### src/rtl/pip_bpu.sv
// pip_bpu: zero-latency next-PC predictor with a 2-bit BHT and a direct-mapped jalr BTB.
// Define YSYX22040228_RAS_EN to add a circular return-address stack for call/return prediction.
module pip_bpu #(
  parameter int BHT_DEPTH = 64,
  parameter int BTB_DEPTH = 16,
  parameter int RAS_DEPTH = 4
) (
  input  logic        clk,
  input  logic        rst,
  input  logic        if_valid,
  input  logic [63:0] pc_i,
  input  logic [31:0] inst,
  input  logic [63:0] x1_data,
  input  logic        upd_valid,
  input  logic [63:0] upd_pc,
  input  logic        upd_is_br,
  input  logic        upd_is_jalr,
  input  logic        upd_taken,
  input  logic [63:0] upd_target,
  output logic [63:0] pc_o,
  output logic        pred_taken,
  output logic [4:0]  x1_addr,
  output logic        x1_ena
);

  localparam int BHT_W = $clog2(BHT_DEPTH);
  localparam int BTB_W = $clog2(BTB_DEPTH);
  localparam int TAG_W = 64 - BTB_W - 2;

  logic [6:0]  w_opcode;
  logic        w_is_jal;
  logic        w_is_jalr;
  logic        w_is_br;
  logic [4:0]  w_rs1;
  logic [63:0] w_imm_j;
  logic [63:0] w_imm_b;
  logic [63:0] w_imm_i;
  logic [63:0] w_pc_plus4;

  assign w_opcode   = inst[6:0];
  assign w_is_jal   = (w_opcode == 7'b1101111);
  assign w_is_jalr  = (w_opcode == 7'b1100111);
  assign w_is_br    = (w_opcode == 7'b1100011);
  assign w_rs1      = inst[19:15];
  assign w_imm_j    = {{43{inst[31]}}, inst[31], inst[19:12], inst[20], inst[30:21], 1'b0};
  assign w_imm_b    = {{51{inst[31]}}, inst[31], inst[7], inst[30:25], inst[11:8], 1'b0};
  assign w_imm_i    = {{52{inst[31]}}, inst[31:20]};
  assign w_pc_plus4 = pc_i + 64'd4;

  logic [1:0]       r_bht [BHT_DEPTH];
  logic [BHT_W-1:0] w_bht_idx;
  logic [BHT_W-1:0] w_upd_bht_idx;
  logic [1:0]       w_bht_ctr;
  logic [1:0]       w_upd_ctr;

  assign w_bht_idx     = pc_i[BHT_W+1:2];
  assign w_upd_bht_idx = upd_pc[BHT_W+1:2];
  assign w_bht_ctr     = r_bht[w_bht_idx];
  assign w_upd_ctr     = r_bht[w_upd_bht_idx];

  // Counters come out of reset weakly not-taken and saturate at both ends.
  always_ff @(posedge clk or negedge rst) begin
    if (!rst) begin
      for (int i = 0; i < BHT_DEPTH; i++) begin
        r_bht[i] <= 2'b01;
      end
    end else if (upd_valid && upd_is_br) begin
      if (upd_taken) begin
        if (w_upd_ctr != 2'b11) r_bht[w_upd_bht_idx] <= w_upd_ctr + 2'd1;
      end else begin
        if (w_upd_ctr != 2'b00) r_bht[w_upd_bht_idx] <= w_upd_ctr - 2'd1;
      end
    end
  end

  logic [BTB_DEPTH-1:0] r_btb_valid;
  logic [TAG_W-1:0]     r_btb_tag    [BTB_DEPTH];
  logic [63:0]          r_btb_target [BTB_DEPTH];
  logic [BTB_W-1:0]     w_btb_idx;
  logic [BTB_W-1:0]     w_upd_btb_idx;
  logic                 w_btb_hit;

  assign w_btb_idx     = pc_i[BTB_W+1:2];
  assign w_upd_btb_idx = upd_pc[BTB_W+1:2];
  assign w_btb_hit     = r_btb_valid[w_btb_idx] && (r_btb_tag[w_btb_idx] == pc_i[63:BTB_W+2]);

  always_ff @(posedge clk or negedge rst) begin
    if (!rst) begin
      r_btb_valid <= '0;
    end else if (upd_valid && upd_is_jalr) begin
      r_btb_valid[w_upd_btb_idx] <= 1'b1;
    end
  end

  // Tag/target need no reset: they are ignored until the valid bit is set.
  always_ff @(posedge clk) begin
    if (upd_valid && upd_is_jalr) begin
      r_btb_tag[w_upd_btb_idx]    <= upd_pc[63:BTB_W+2];
      r_btb_target[w_upd_btb_idx] <= upd_target;
    end
  end

  logic        w_ras_use;
  logic [63:0] w_ras_top;

`ifdef YSYX22040228_RAS_EN
  localparam int RAS_W = (RAS_DEPTH > 1) ? $clog2(RAS_DEPTH) : 1;
  localparam int RAS_N = 1 << RAS_W;
  localparam int CNT_W = $clog2(RAS_DEPTH + 1);

  logic [63:0]      r_ras [RAS_N];
  logic [RAS_W-1:0] r_ras_ptr;
  logic [CNT_W-1:0] r_ras_cnt;
  logic [RAS_W-1:0] w_ras_ptr_inc;
  logic [4:0]       w_rd;
  logic             w_rd_link;
  logic             w_rs1_link;
  logic             w_ras_swap;
  logic             w_ras_pop;
  logic             w_ras_push;
  logic             w_unused_ok;

  assign w_rd          = inst[11:7];
  assign w_rd_link     = (w_rd == 5'd1) || (w_rd == 5'd5);
  assign w_rs1_link    = (w_rs1 == 5'd1) || (w_rs1 == 5'd5);
  assign w_ras_ptr_inc = r_ras_ptr + RAS_W'(1);
  assign w_ras_top     = r_ras[r_ras_ptr];
  assign w_ras_use     = w_is_jalr && w_rs1_link && (!w_rd_link || (w_rs1 != w_rd)) &&
                         (r_ras_cnt != '0);
  // Coroutine-style jalr (both link, different) pops and pushes at once: replace the top.
  assign w_ras_swap    = w_ras_use && w_rd_link;
  assign w_ras_pop     = w_ras_use && !w_rd_link;
  assign w_ras_push    = (w_is_jal || w_is_jalr) && w_rd_link && !w_ras_swap;
  assign w_unused_ok   = ^{inst[14:12], upd_pc[1:0]};

  always_ff @(posedge clk or negedge rst) begin
    if (!rst) begin
      r_ras_ptr <= '0;
      r_ras_cnt <= '0;
    end else if (if_valid) begin
      if (w_ras_pop) begin
        r_ras_ptr <= r_ras_ptr - RAS_W'(1);
        r_ras_cnt <= r_ras_cnt - CNT_W'(1);
      end else if (w_ras_push) begin
        r_ras_ptr <= w_ras_ptr_inc;
        if (r_ras_cnt != CNT_W'(RAS_DEPTH)) r_ras_cnt <= r_ras_cnt + CNT_W'(1);
      end
    end
  end

  always_ff @(posedge clk) begin
    if (rst && if_valid) begin
      if (w_ras_swap) begin
        r_ras[r_ras_ptr] <= w_pc_plus4;
      end else if (w_ras_push) begin
        r_ras[w_ras_ptr_inc] <= w_pc_plus4;
      end
    end
  end
`else
  logic w_unused_ok;

  assign w_ras_use   = 1'b0;
  assign w_ras_top   = '0;
  assign w_unused_ok = ^{if_valid, inst[14:7], upd_pc[1:0]};
`endif

  logic [63:0] w_jalr_target;
  logic [63:0] w_pred_pc;
  logic        w_pred_tk;

  always_comb begin
    w_jalr_target = x1_data + w_imm_i;
    if (w_ras_use) begin
      w_jalr_target = w_ras_top;
    end else if (w_btb_hit) begin
      w_jalr_target = r_btb_target[w_btb_idx];
    end
    w_pred_pc = w_pc_plus4;
    w_pred_tk = 1'b0;
    if (w_is_jal) begin
      w_pred_pc = pc_i + w_imm_j;
      w_pred_tk = 1'b1;
    end else if (w_is_br) begin
      if (w_bht_ctr[1]) begin
        w_pred_pc = pc_i + w_imm_b;
        w_pred_tk = 1'b1;
      end
    end else if (w_is_jalr) begin
      w_pred_pc = {w_jalr_target[63:1], 1'b0};
      w_pred_tk = 1'b1;
    end
  end

  // Reset forces the prediction outputs low without waiting for a clock.
  assign pc_o       = rst ? w_pred_pc : 64'd0;
  assign pred_taken = rst & w_pred_tk;
  assign x1_ena     = rst & w_is_jalr;
  assign x1_addr    = w_rs1;

endmodule

### config.mk
export PLATFORM = sky130hd
export DESIGN_NAME = pip_bpu
export DESIGN_NICKNAME = d
export VERILOG_FILES = /design/src/rtl/pip_bpu.sv
export SDC_FILE = /design/constraint.sdc
export NUM_CORES = 2
export LEC_CHECK = 0
export CAP_MARGIN = 20
export CORE_ASPECT_RATIO = 0.6
export CORE_MARGIN = 1.5
export CORE_UTILIZATION = 55
export CTS_CLUSTER_DIAMETER = 40
export DETAILED_ROUTE_END_ITERATION = 8
export PLACE_DENSITY_LB_ADDON = 0.15
export SLEW_MARGIN = 20
export SYNTH_ARGS = -nofsm -noshare
export SYNTH_HDL_FRONTEND = slang
export SYNTH_SLANG_ARGS = --single-unit
export TNS_END_PERCENT = 1
### constraint.sdc
create_clock -name clk -period 6.94 [get_ports clk]
set_clock_uncertainty 0.2 [all_clocks]
set_input_delay 1.388 -clock clk [delete_from_list [all_inputs] [get_ports clk]]
set_output_delay 1.388 -clock clk [all_outputs]
set_load 0.02 [all_outputs]
==> impl_results.md <==
* Outcome: complete, but fails checks
* Failing checks: setup timing
* Finished Cell Area at 116,100 sq um
* Area share of the leading cell type in the synthesized netlist at 61.31%
* Metal2 WL at 136.1 mm
* Hold_buf cts at 0
* Root Buffer: clkbuf_16
* Largest net degree at the start of global routing at 84
* Overall power at 0.02878 W
* Final setup viols at 63
* EDFF count, synth at 1,936
* Number of max-cap violations at 0
* CTS tree: done
* CTS clock-pin slew for the worst setup and hold paths at 0.06 ns
* Mean post-synth cell area at 16.43 sq um
* Setup slack, reg-to-reg at 2.63 ns
* PwrDens at 247.9 nW/um^2
* Worst R2R End: r_bht[17]$_DFFE_PN0P_
* Ys flop type: edfxtp_1
* H-tree Lvls at 4
* Crit Path Max Fanout at 25
* R2R depth at 11
* Mapped cell area at 94,830 sq um
* Initial drt markers at 10.23k
* DRC Markers at 0
* Final setup margin at -0.9257 ns
* Fillers at 11.55k
* Final min period at 7.866 ns
* Latest clock arrival within the worst-skew pair at 0.85 ns
* Die area at 175,000 sq um
* Die height at 324.6 um
* Number of global-route vias before repair at 59.98k
* Leading area contributor after synthesis: edfxtp_1
* # rows at 117
* Startpoint Class: input pin
* First-pass DRT Iterations at 6
* RSZ-0062 raised after global routing: yes
* Critical path capture point type: output port
* Synth top cells by count: edfxtp_1, mux4_2, a21oi_1, nor2_1, nand2_1
* Average wire per standard cell at 35.10 um
* Starting density of the core at 55.65%
* Critical path origin: pc_i[3]
* Fin crit share at 113.3%
* Drt total wl at 332.5 mm
* I/O Buffers at 361
* Final #Nets at 7,479
* Most common cell in the synthesized netlist: edfxtp_1
* Sink Count at 2,080
* Placer Congestion at 1.076
* Maximum vdd drop at 0.3030 mV
* M1 WL at 139.5 mm
* Met3 layer wire length in the routed design at 48.12 mm
* Vias per std cell at 6.704
* I/O Pins at 366
* Critical Path Sink: pc_o[43]
* ANT nets after route at 0
* GRT Util Overall at 37.81%
* Synth Register Bits at 2,080
* Hold Path Class: flop to flop
* Hpwl dp at 231.6 mm
* Crit path DAT at 6.28 ns
* Setup TNS at -46.00 ns
* Post-synth ARST share at 6.923%
* Vias at 63.50k
* Max Used Layer: met5
* Die X at 539.1 um
* CTS max path bufs at 4
* Leak at 40.72 nW
* Sequential share of the synthesized area at 65.19%
* Synth Net Count at 6,211
* Post-Place Cell Area at 108,700 sq um
* Max frequency at 127.1 MHz
* Yosys cell types at 89
* Ys Warns at 0
* Slew margin rel. at 23.76%
* Core Footprint at 170,400 sq um
* HP Start: r_btb_valid[11]$_DFFE_PN0P_
* Initial antenna violation count at 20
* First-pass GRT wire length at 462.5 mm
* Post-Synthesis Cells at 5,773
* Critical path data required time at 5.35 ns
* Leading post-synthesis cells by cell area: edfxtp_1, mux4_2, dfrtp_1
* CTS buffer count at 198
* Synthesis-to-finish area growth at 22.46%
* Final hold viol count at 0
* Share of layout cells above drive strength 1 at 31.81%
* GR Overflow Total at 0
* Tightest Pin Transition at 1.140 ns
* Crit path kind: input pin to output port
* Slew Viols, Final at 0
==> cell type report <==
class                      instances  area (sq um)  share of cell area, %
antenna                           12         30.03                0.02586
multi-input combinational       3264         32050                  27.60
sequential                      2080         61820                  53.24
clock inverter                   117          1091                 0.9396
clock buffer                     241          5176                  4.458
tap                             2261          2829                  2.436
inverter                         110         420.4                 0.3620
timing repair buffer            1387         12710                  10.94
==> state kept, by name, summed over array words and instances (netlist names), named ones only <==
signal / count
r_btb_target: 1008
r_btb_tag: 928
r_bht: 64
r_btb_valid: 16
==> layer usage <==
metal | GRT usage [%] | vias up
met2 | 50.96 | 4378
li1 | - | 25950
met3 | 11.90 | 476
met1 | 59.67 | 32690
met5 | 0 | -
met4 | 8.882 | 16
==> worst max-delay path: stages <==
cell and delay, ns:
buf_12 0.16, buf_16 0.28, buf_4 0.21, buf_4 0.19, mux4_2 0.30, mux2i_1 0.70
nand2_1 0.11, a32o_1 0.32, a211oi_1 0.25, buf_4 0.15, nand4_1 0.13, nor4_4 0.31
buf_4 0.19, and2_4 0.26, buf_6 0.15, buf_12 0.15, mux2_2 0.38, a211oi_2 0.25
a211oi_2 0.10, buf_4 0.23
==> cell usage in the layout, fill, tap and decap left out, types with 168 or more instances in the layout <==
cell / count
clkbuf_16: 199
nand2_1: 224
nor2_1: 292
xnor2_1: 169
o21ai_0: 168
mux4_2: 568
a21oi_1: 336
buf_4: 950
clkdlybuf4s50_1: 289
edfxtp_1: 1936
==> cell families after synthesis <==
kind of cell	share of synthesized area, %
muxes	16.29
adders and majority gates	1.911
AOI/OAI and AO/OA	7.595
and+or+nand+nor	4.770
buffers and inverters	1.992
DFF	65.19
xor gates and xnor gates	2.254
==> where the power goes <==
part / internal [W] / leakage, nW / switching (W) / total [W]
combinational: 0.00177 / 18.5 / 0.00235 / 0.00412
clock: 0.00582 / 3.05 / 0.00480 / 0.0106
sequential: 0.0140 / 19.2 / 0.0000853 / 0.0140
total: 0.0215 / 40.7 / 0.00724 / 0.0288
==> through the flow <==
stage | util (%) | setup slack (ns) | cells | hold WS, ns
2_1_floorplan | - | -2.060 | 5773 | 0.2337
3_3_place_gp | 63.77 | -1.640 | 9086 | 0.2455
3_5_place_dp | 63.77 | -1.676 | 9086 | 0.2495
4_1_cts | 67.99 | -0.7255 | 9459 | 0.2620
5_1_grt | 68.14 | -0.8682 | 9464 | 0.2772
6_report | 68.15 | -0.9257 | 9472 | 0.2640
==> worst min path at each step <==
stage,endpoint,cells past startpoint
floorplan,r_btb_valid[13]$_DFFE_PN0P_,1
global placement,r_btb_valid[15]$_DFFE_PN0P_,1
detailed placement,r_btb_valid[13]$_DFFE_PN0P_,1
CTS,r_btb_valid[14]$_DFFE_PN0P_,1
global route,r_btb_valid[14]$_DFFE_PN0P_,1
finish,r_btb_valid[11]$_DFFE_PN0P_,1
==> what timing repair did <==
action,CTS,global route
hold endpoints to repair,0,0
gates cloned,3,1
setup buffers,13,1
gates resized for setup,195,45
setup endpoints to repair,64,63
pin swaps,26,14
Note: power is estimated with default switching activity, not from simulation.
